===== config.mk =====
export PLATFORM = sky130hd
export DESIGN_NAME = mem_arbiter_rr
export DESIGN_NICKNAME = d
export VERILOG_FILES = /design/src/rtl/mem_arbiter_rr.sv
export SDC_FILE = /design/constraint.sdc
export NUM_CORES = 1
export LEC_CHECK = 0
export CELL_PAD_IN_SITES_DETAIL_PLACEMENT = 1
export CELL_PAD_IN_SITES_GLOBAL_PLACEMENT = 1
export CORE_ASPECT_RATIO = 0.7
export CORE_MARGIN = 5
export CORE_UTILIZATION = 12
export DETAILED_ROUTE_END_ITERATION = 6
export GPL_TIMING_DRIVEN = 0
export PLACE_DENSITY = 0.89
export SLEW_MARGIN = 10
export SYNTH_ARGS = -nofsm -noshare
export SYNTH_HDL_FRONTEND = slang
export SYNTH_SLANG_ARGS = --single-unit

===== constraint.sdc =====
create_clock -name clk -period 2 [get_ports clk]
set_clock_uncertainty 0.05 [all_clocks]
set_input_delay 0.6 -clock clk [delete_from_list [all_inputs] [get_ports clk]]
set_output_delay 0.6 -clock clk [all_outputs]
set_load 0.02 [all_outputs]

===== src/rtl/mem_arbiter_rr.sv =====
// Shares one memory port between NUM_PORTS requesters. Grants are registered, and an owner keeps
// the port until memory completes or the owner aborts. Arbitration is round-robin or fixed priority.
package mem_arbiter_rr_pkg;
  typedef enum logic [1:0] {
    SizeByte = 2'd0,
    SizeHalf = 2'd1,
    SizeWord = 2'd2
  } data_size_e;
endpackage

module mem_arbiter_rr
  import mem_arbiter_rr_pkg::*;
#(
  parameter int unsigned NUM_PORTS     = 2,
  parameter int unsigned ADDRESS_WIDTH = 32,
  parameter int unsigned DATA_WIDTH    = 32,
  parameter bit          RR_MODE       = 1'b1
) (
  input  logic                                      clk,
  input  logic                                      reset,
  input  logic       [NUM_PORTS-1:0]                req,
  input  logic       [NUM_PORTS-1:0]                write,
  input  data_size_e [NUM_PORTS-1:0]                size,
  input  logic       [NUM_PORTS-1:0][ADDRESS_WIDTH-1:0] addr,
  input  logic       [NUM_PORTS-1:0][DATA_WIDTH-1:0]    wdata,
  output logic       [NUM_PORTS-1:0]                grant,
  output logic       [NUM_PORTS-1:0]                done,
  output logic                                      mem_req,
  output logic                                      mem_write,
  output data_size_e                                data_size,
  output logic       [ADDRESS_WIDTH-1:0]            mem_addr,
  output logic       [DATA_WIDTH-1:0]               mem_data,
  input  logic                                      mem_ready
);

  localparam int unsigned OwnerW = (NUM_PORTS > 1) ? $clog2(NUM_PORTS) : 1;
  localparam logic [OwnerW-1:0] LastPort = OwnerW'(NUM_PORTS - 1);

  typedef enum logic [0:0] {
    StIdle,
    StBusy
  } state_e;

  state_e                state_q, state_d;
  logic [NUM_PORTS-1:0]  grant_q, grant_d;
  logic [OwnerW-1:0]     owner_q, owner_d;
  logic [OwnerW-1:0]     rr_ptr_q, rr_ptr_d;
  logic [OwnerW-1:0]     winner;
  logic [OwnerW-1:0]     owner_next;
  logic                  found;
  int unsigned           cand;
  logic                  busy;

  assign busy = (state_q == StBusy);

  // Scan from rr_ptr (or from port 0 in fixed mode) and take the first requester, with wrap.
  always_comb begin
    winner = '0;
    found  = 1'b0;
    cand   = 0;
    for (int unsigned i = 0; i < NUM_PORTS; i++) begin
      cand = RR_MODE ? (32'(rr_ptr_q) + i) : i;
      if (cand >= NUM_PORTS) begin
        cand = cand - NUM_PORTS;
      end
      if (!found && req[cand]) begin
        winner = OwnerW'(cand);
        found  = 1'b1;
      end
    end
  end

  assign owner_next = (owner_q == LastPort) ? '0 : owner_q + OwnerW'(1);

  always_comb begin
    state_d  = state_q;
    grant_d  = grant_q;
    owner_d  = owner_q;
    rr_ptr_d = rr_ptr_q;
    unique case (state_q)
      StIdle: begin
        if (found) begin
          owner_d         = winner;
          grant_d         = '0;
          grant_d[winner] = 1'b1;
          state_d         = StBusy;
        end
      end
      StBusy: begin
        // Completion takes precedence over a same-cycle req drop.
        if (mem_ready || !req[owner_q]) begin
          grant_d  = '0;
          state_d  = StIdle;
          rr_ptr_d = owner_next;
        end
      end
      default: begin
        state_d = StIdle;
        grant_d = '0;
      end
    endcase
  end

  always_ff @(posedge clk or posedge reset) begin
    if (reset) begin
      state_q  <= StIdle;
      grant_q  <= '0;
      owner_q  <= '0;
      rr_ptr_q <= '0;
    end else begin
      state_q  <= state_d;
      grant_q  <= grant_d;
      owner_q  <= owner_d;
      rr_ptr_q <= rr_ptr_d;
    end
  end

  always_comb begin
    done          = '0;
    done[owner_q] = busy && mem_ready;
    grant         = grant_q;
    mem_req       = busy;
    mem_write     = busy ? write[owner_q] : 1'b0;
    data_size     = busy ? size[owner_q] : SizeByte;
    mem_addr      = busy ? addr[owner_q] : '0;
    mem_data      = busy ? wdata[owner_q] : '0;
  end

endmodule


Word level (Yosys, flattened, before mapping)
Index checks and enable logic that the tools add are counted.

word-level totals
  bits in registers = 5
  input port bits = 139
  output and inout bits = 72
  logic and storage cells = 65

operators by class
  add/sub/neg operators = 4
  $lt $le $gt $ge = 8
  eq/ne operators = 2
  muxes and demuxes = 35
  bitwise logic cells = 2
  reductions and logical operators = 10

operators by type and width
  kind                 number
  $mux 32              8
  $lt 32x2->1 const B  2
  $mux 1               18
  $mux 2               5
  $reduce_and 2->1     3
  $logic_and 1x1->1    4
  $lt 1x2->1 const B   2
  $pmux 2 s2           1
  $sub 1x2->3 const B  1
  $sub 2x2->3 const B  1
  $add 1x1->2 const B  1
  $and 2x2->2          1
  $demux 1 s1          2
  $ge 1x1->1 const B   2
  $ge 1x2->1 const B   1
  $ge 2x2->1 const B   1
  $logic_not 1->1      2
  $ne 2x1->1 const B   1
  $ne 2x2->1 const B   1
  $pmux 1 s2           1
  $add 1x1->1 const B  1
  $logic_or 1x1->1     1
  $not 1->1            1

Longest topological paths before layout
Gate-level depths: netlist of run 1.

  word-level depth = 14
  gate-level depth with buffers = 5
  depth with buffers taken out = 3

Worst setup path after synthesis of run 1
No wires, ideal clock.

  kind = register -> output
  from = register state_q, in the netlist mem_req
  to = output port mem_addr[10]
  data arrival time = 1.359 ns
  required time = 1.350 ns
  slack = -0.009 ns
  cell stages (with the launch flop) = 6
  buffers on the path = 3
  cells stage by stage = dfrtp_1 > buf_2 > inv_1 > buf_2 > buf_2 > nor2_1

on the way
  longest elaborated chain between the ends = 1

RTL lines
  what                      RTL line  source
  start: declaration        44        state_e state_q, state_d;
  start signal: assignment  106       state_q <= StIdle;
  start signal: assignment  111       state_q <= state_d;
  $mux 32                   125       mem_addr = busy ? addr[owner_q] : '0;
  end: declaration          31        output logic [ADDRESS_WIDTH-1:0] mem_addr,

No other way between the ends.

Final worst setup path of run 1
  from = input port addr[33] in the netlist's numbering
  to = output port mem_addr[1]

on the way
  longest elaborated chain between the ends = 3

RTL lines
  what                                         RTL line  source
  start: declaration                           24        input logic [NUM_PORTS-1:0][ADDRESS_WIDTH-1:0] addr,
  $mux 32 (implied by the code) (2 in series)  125
  $mux 32                                      125

No other way between the ends. The select of a mux whose other input is x is not followed.

==> results of run 1 <==
[synthesized netlist by cell type]
| cell | number |
|---|---|
| a21o_1 | 1 |
| a21oi_1 | 3 |
| a221o_1 | 1 |
| a311o_1 | 1 |
| and2_1 | 1 |
| and3_1 | 2 |
| buf_2 | 12 |
| buf_6 | 1 |
| clkbuf_1 | 3 |
| dfrtp_1 | 5 |
| inv_1 | 2 |
| mux2i_1 | 68 |
| nand2_1 | 1 |
| nand2b_1 | 3 |
| nor2_1 | 71 |
| nor2b_1 | 1 |
| nor3b_1 | 1 |
| o21ai_0 | 1 |
| o22ai_1 | 1 |
[what timing repair did]
| item | CTS | global route |
|---|---|---|
| resized for setup | 514 | 10 |
| hold buffers | 0 | 0 |
| buffers inserted | 2 | 1 |
| endpoints found under the setup margin | 69 | 68 |
| pin swaps | 61 | 2 |
[through the flow]
step | TNS [ps] | util [%] | hold slack, ps | instances | instance area (um2)
2_1_floorplan | -275 | - | 329 | 179 | 1270
3_3_place_gp | -35580 | 34.2 | 478 | 521 | 3540
3_5_place_dp | -36220 | 34.2 | 487 | 521 | 3540
4_1_cts | -879 | 33.1 | 517 | 527 | 3430
5_1_grt | -4080 | 33.6 | 531 | 528 | 3470
6_report | -234 | 33.6 | 506 | 528 | 3470
[layout by cell type (no fill, tap or decap)]
| cell | count |
|---|---|
| a21oi_1 | 3 |
| clkbuf_1 | 1 |
| clkbuf_2 | 2 |
| clkdlybuf4s50_1 | 9 |
| clkbuf_4 | 1 |
| nand2_1 | 1 |
| buf_4 | 70 |
| nor3b_1 | 1 |
| dlygate4sd2_1 | 130 |
| a311o_1 | 1 |
| a221o_1 | 1 |
| a21o_1 | 1 |
| inv_4 | 1 |
| buf_2 | 1 |
| buf_12 | 4 |
| nor2_1 | 71 |
| buf_6 | 3 |
| nand2b_1 | 3 |
| clkdlybuf4s15_2 | 1 |
| buf_8 | 6 |
| o21ai_0 | 1 |
| mux2i_2 | 6 |
| and3_1 | 2 |
| clkbuf_16 | 3 |
| nor2b_1 | 1 |
| and2_1 | 1 |
| mux2i_1 | 62 |
| o22ai_1 | 1 |
| dlymetal6s2s_1 | 2 |
| inv_1 | 1 |
| dfrtp_1 | 5 |
[flip-flops by register name, indices dropped and copies added, names as in the netlist]
signal    cells
rr_ptr_q      1
mem_req       1
grant         2
owner_q       1
[final timing paths]
path                                from     endpoint  slack, ps  depth (start not counted)
min in group asynchronous          reset      owner_q        530                          2
worst max-delay path            addr[33]  mem_addr[1]        -40                          4
worst min-delay path            grant[1]     grant[1]        510                          1
max in group asynchronous          reset      mem_req       1210                          2
worst min register to register  grant[1]     grant[1]        510                          1
worst max register to register   owner_q     grant[0]        500                          5
[power by group through the flow]
| stage | clock network, W | registers, W | logic, W |
|---|---|---|---|
| global route | 0.000341 | 0.000178 | 0.00343 |
| global placement | 0 | 0.000166 | 0.00309 |
| detailed placement | 0 | 0.000167 | 0.00316 |
| finish | 0.000324 | 0.000174 | 0.00321 |
| CTS | 0.000329 | 0.000171 | 0.00320 |
| floorplan | 0 | 0.000188 | 0.00171 |
[area by class of cell]
class                   count  area, um2  share of cell area (%)
clock buffers               4       78.8                    2.27
flip-flops and latches      5        125                    3.60
repair buffers            213       1800                    51.7
multi-input cells         156       1080                    31.0
well taps                 132        165                    4.75
inverters                   2       10.0                   0.288
plain buffers              16        221                    6.37
[cell families (layout without fill, tap and decap cells)]
family,Yosys count,count (layout),share of synthesized area (%)
AOI/OAI and AO/OA,8,8,4.23
muxes,68,68,53.5
buffers and inverters,18,235,7.09
DFF,5,5,9.84
and+or+nand+nor,80,80,25.3
[metal layers]
metal  vias up  track usage (%)  wire length (um)
li1       1042                -                 -
met1       979             13.9              3390
met2       112             21.9              4180
met3         2             2.87               674
met4         0             1.38                27
met5         -                0                 0
==> out/metrics.yaml, run 1 <==
placement:
  place_ws_ps: -646
  gp_routability_congestion: 0.801
  place_hpwl_mm: 7.27
  io_buffers: 210
pwr:
  p_per_area_nw_per_um2: 1070
  p_sw_w: 0.00174
  pwr-share-seq_pct: 4.7
  p_int_w: 0.00197
  clock_power_share_pct: 8.7
  irDropWorstVdd_mv: 0.484
  combPwrFrac_pct: 86.6
  finalPower_w: 0.00370
  p_leak_nw: 1.89
  netSwitchingFraction_pct: 46.9
global_routing:
  grt_pass1_wl_mm: 12.1
  grt_start_max_net_pins: 11
  antenna_found_initial: 0
  first_global_vias: 2391
  grt_usage_pct: 11.6
  overflow: 0
yosys:
  synth_seq_cells: 5
  synth-seq-area-share_pct: 9.84
  synth_top_area_cell: "mux2i_1"
  synth_area_leaders: "mux2i_1, nor2_1, dfrtp_1"
  synth_warnings: 0
  synth_cell_types: 19
  netlist_instances: 179
  avgSynthCellArea_um2: 7.10
  yosys.area.top_type_share_pct: 53.5
  syn_nets: 318
  synthesis.area_um2: 1270
sta:
  period_share_pct: 102
  rsz0062_at_grt: "yes"
  clock.fmax_ghz: 0.491
  worstMarginPinSlew_ps: 235
  slew_headroom_pct: 84.3
  finalSetupViolCount: 15
  slew_violations: 0
  timing.final.hold_violations: 0
  min_period_ps: 2040
  setup_ws_ps: -36.9
worst_setup_path:
  cp-end-kind: "primary output"
  crit_type: "in2out"
  cp_max_fo: 1
  start_kind: "primary input"
  cp.arrival_ps: 1390
  cp_num_buf_inv: 2
  cp_top_family: "buffers and inverters"
  timing.critical_path.slowest_cell_delay_ps: 420
  critPathSlowestCell: "clkdlybuf4s50_1"
  worstPathRequired_ps: 1350
  cp_cell_sequence: "clkdlybuf4s50_1 > mux2i_2 > nor2_1 > buf_4"
cells_and_area:
  filler_cell_count: 1288
  area_growth_syn_to_layout_pct: 173
  layout.nets: 536
  final_layout_size_suffix_gt1_share_pct: 24.7
  diodes: 0
outcome:
  violations: "negative setup slack"
  status: "finished, violations left"
run:
  cap_violations: 0
drt:
  totalWireLength_mm: 8.27
  drc_errors: 0
  avgRoutedWirePerCell_um: 15.7
  dr_total_vias: 2135
  drt-vias-per-instance: 4.04
  ant_nets: 0
  drt_iter0_drc: 32
  drt-pass1-iter-count: 3
floorplanning:
  die_h_um: 96.1
  num_rows: 31
  initial_utilization_pct: 12.3
  die_w_um: 133
  core_um2: 10400
  design.die.area_um2: 12800
  floorplan.io_pins: 211
clocking:
  cts-root-buf: "clkbuf_16"
  cts.sinks: 5
  cts_buffer_depth: 2
  numCtsBuffers: 3
  clkLatencyLatePin_ps: 220
  clk_pin_slew_ps: 30
  htree_levels: 1
  cts_tree: "yes"
hold_path:
  hp-class: "reg2reg"
(Power assumes the default switching activity.)
==> inputs of run 2 (changes only) <==
--- a/config.mk
+++ b/config.mk
@@ -5,11 +5,13 @@
 export SDC_FILE = /design/constraint.sdc
 export NUM_CORES = 1
 export LEC_CHECK = 0
+export CAP_MARGIN = 20
 export CELL_PAD_IN_SITES_DETAIL_PLACEMENT = 1
 export CELL_PAD_IN_SITES_GLOBAL_PLACEMENT = 1
 export CORE_ASPECT_RATIO = 0.7
 export CORE_MARGIN = 5
 export CORE_UTILIZATION = 12
+export CTS_CLUSTER_DIAMETER = 40
 export DETAILED_ROUTE_END_ITERATION = 6
 export GPL_TIMING_DRIVEN = 0
 export PLACE_DENSITY = 0.89
==> results of run 2 <==
No change in the layout: final DEF, timing and power equal those of run 1.
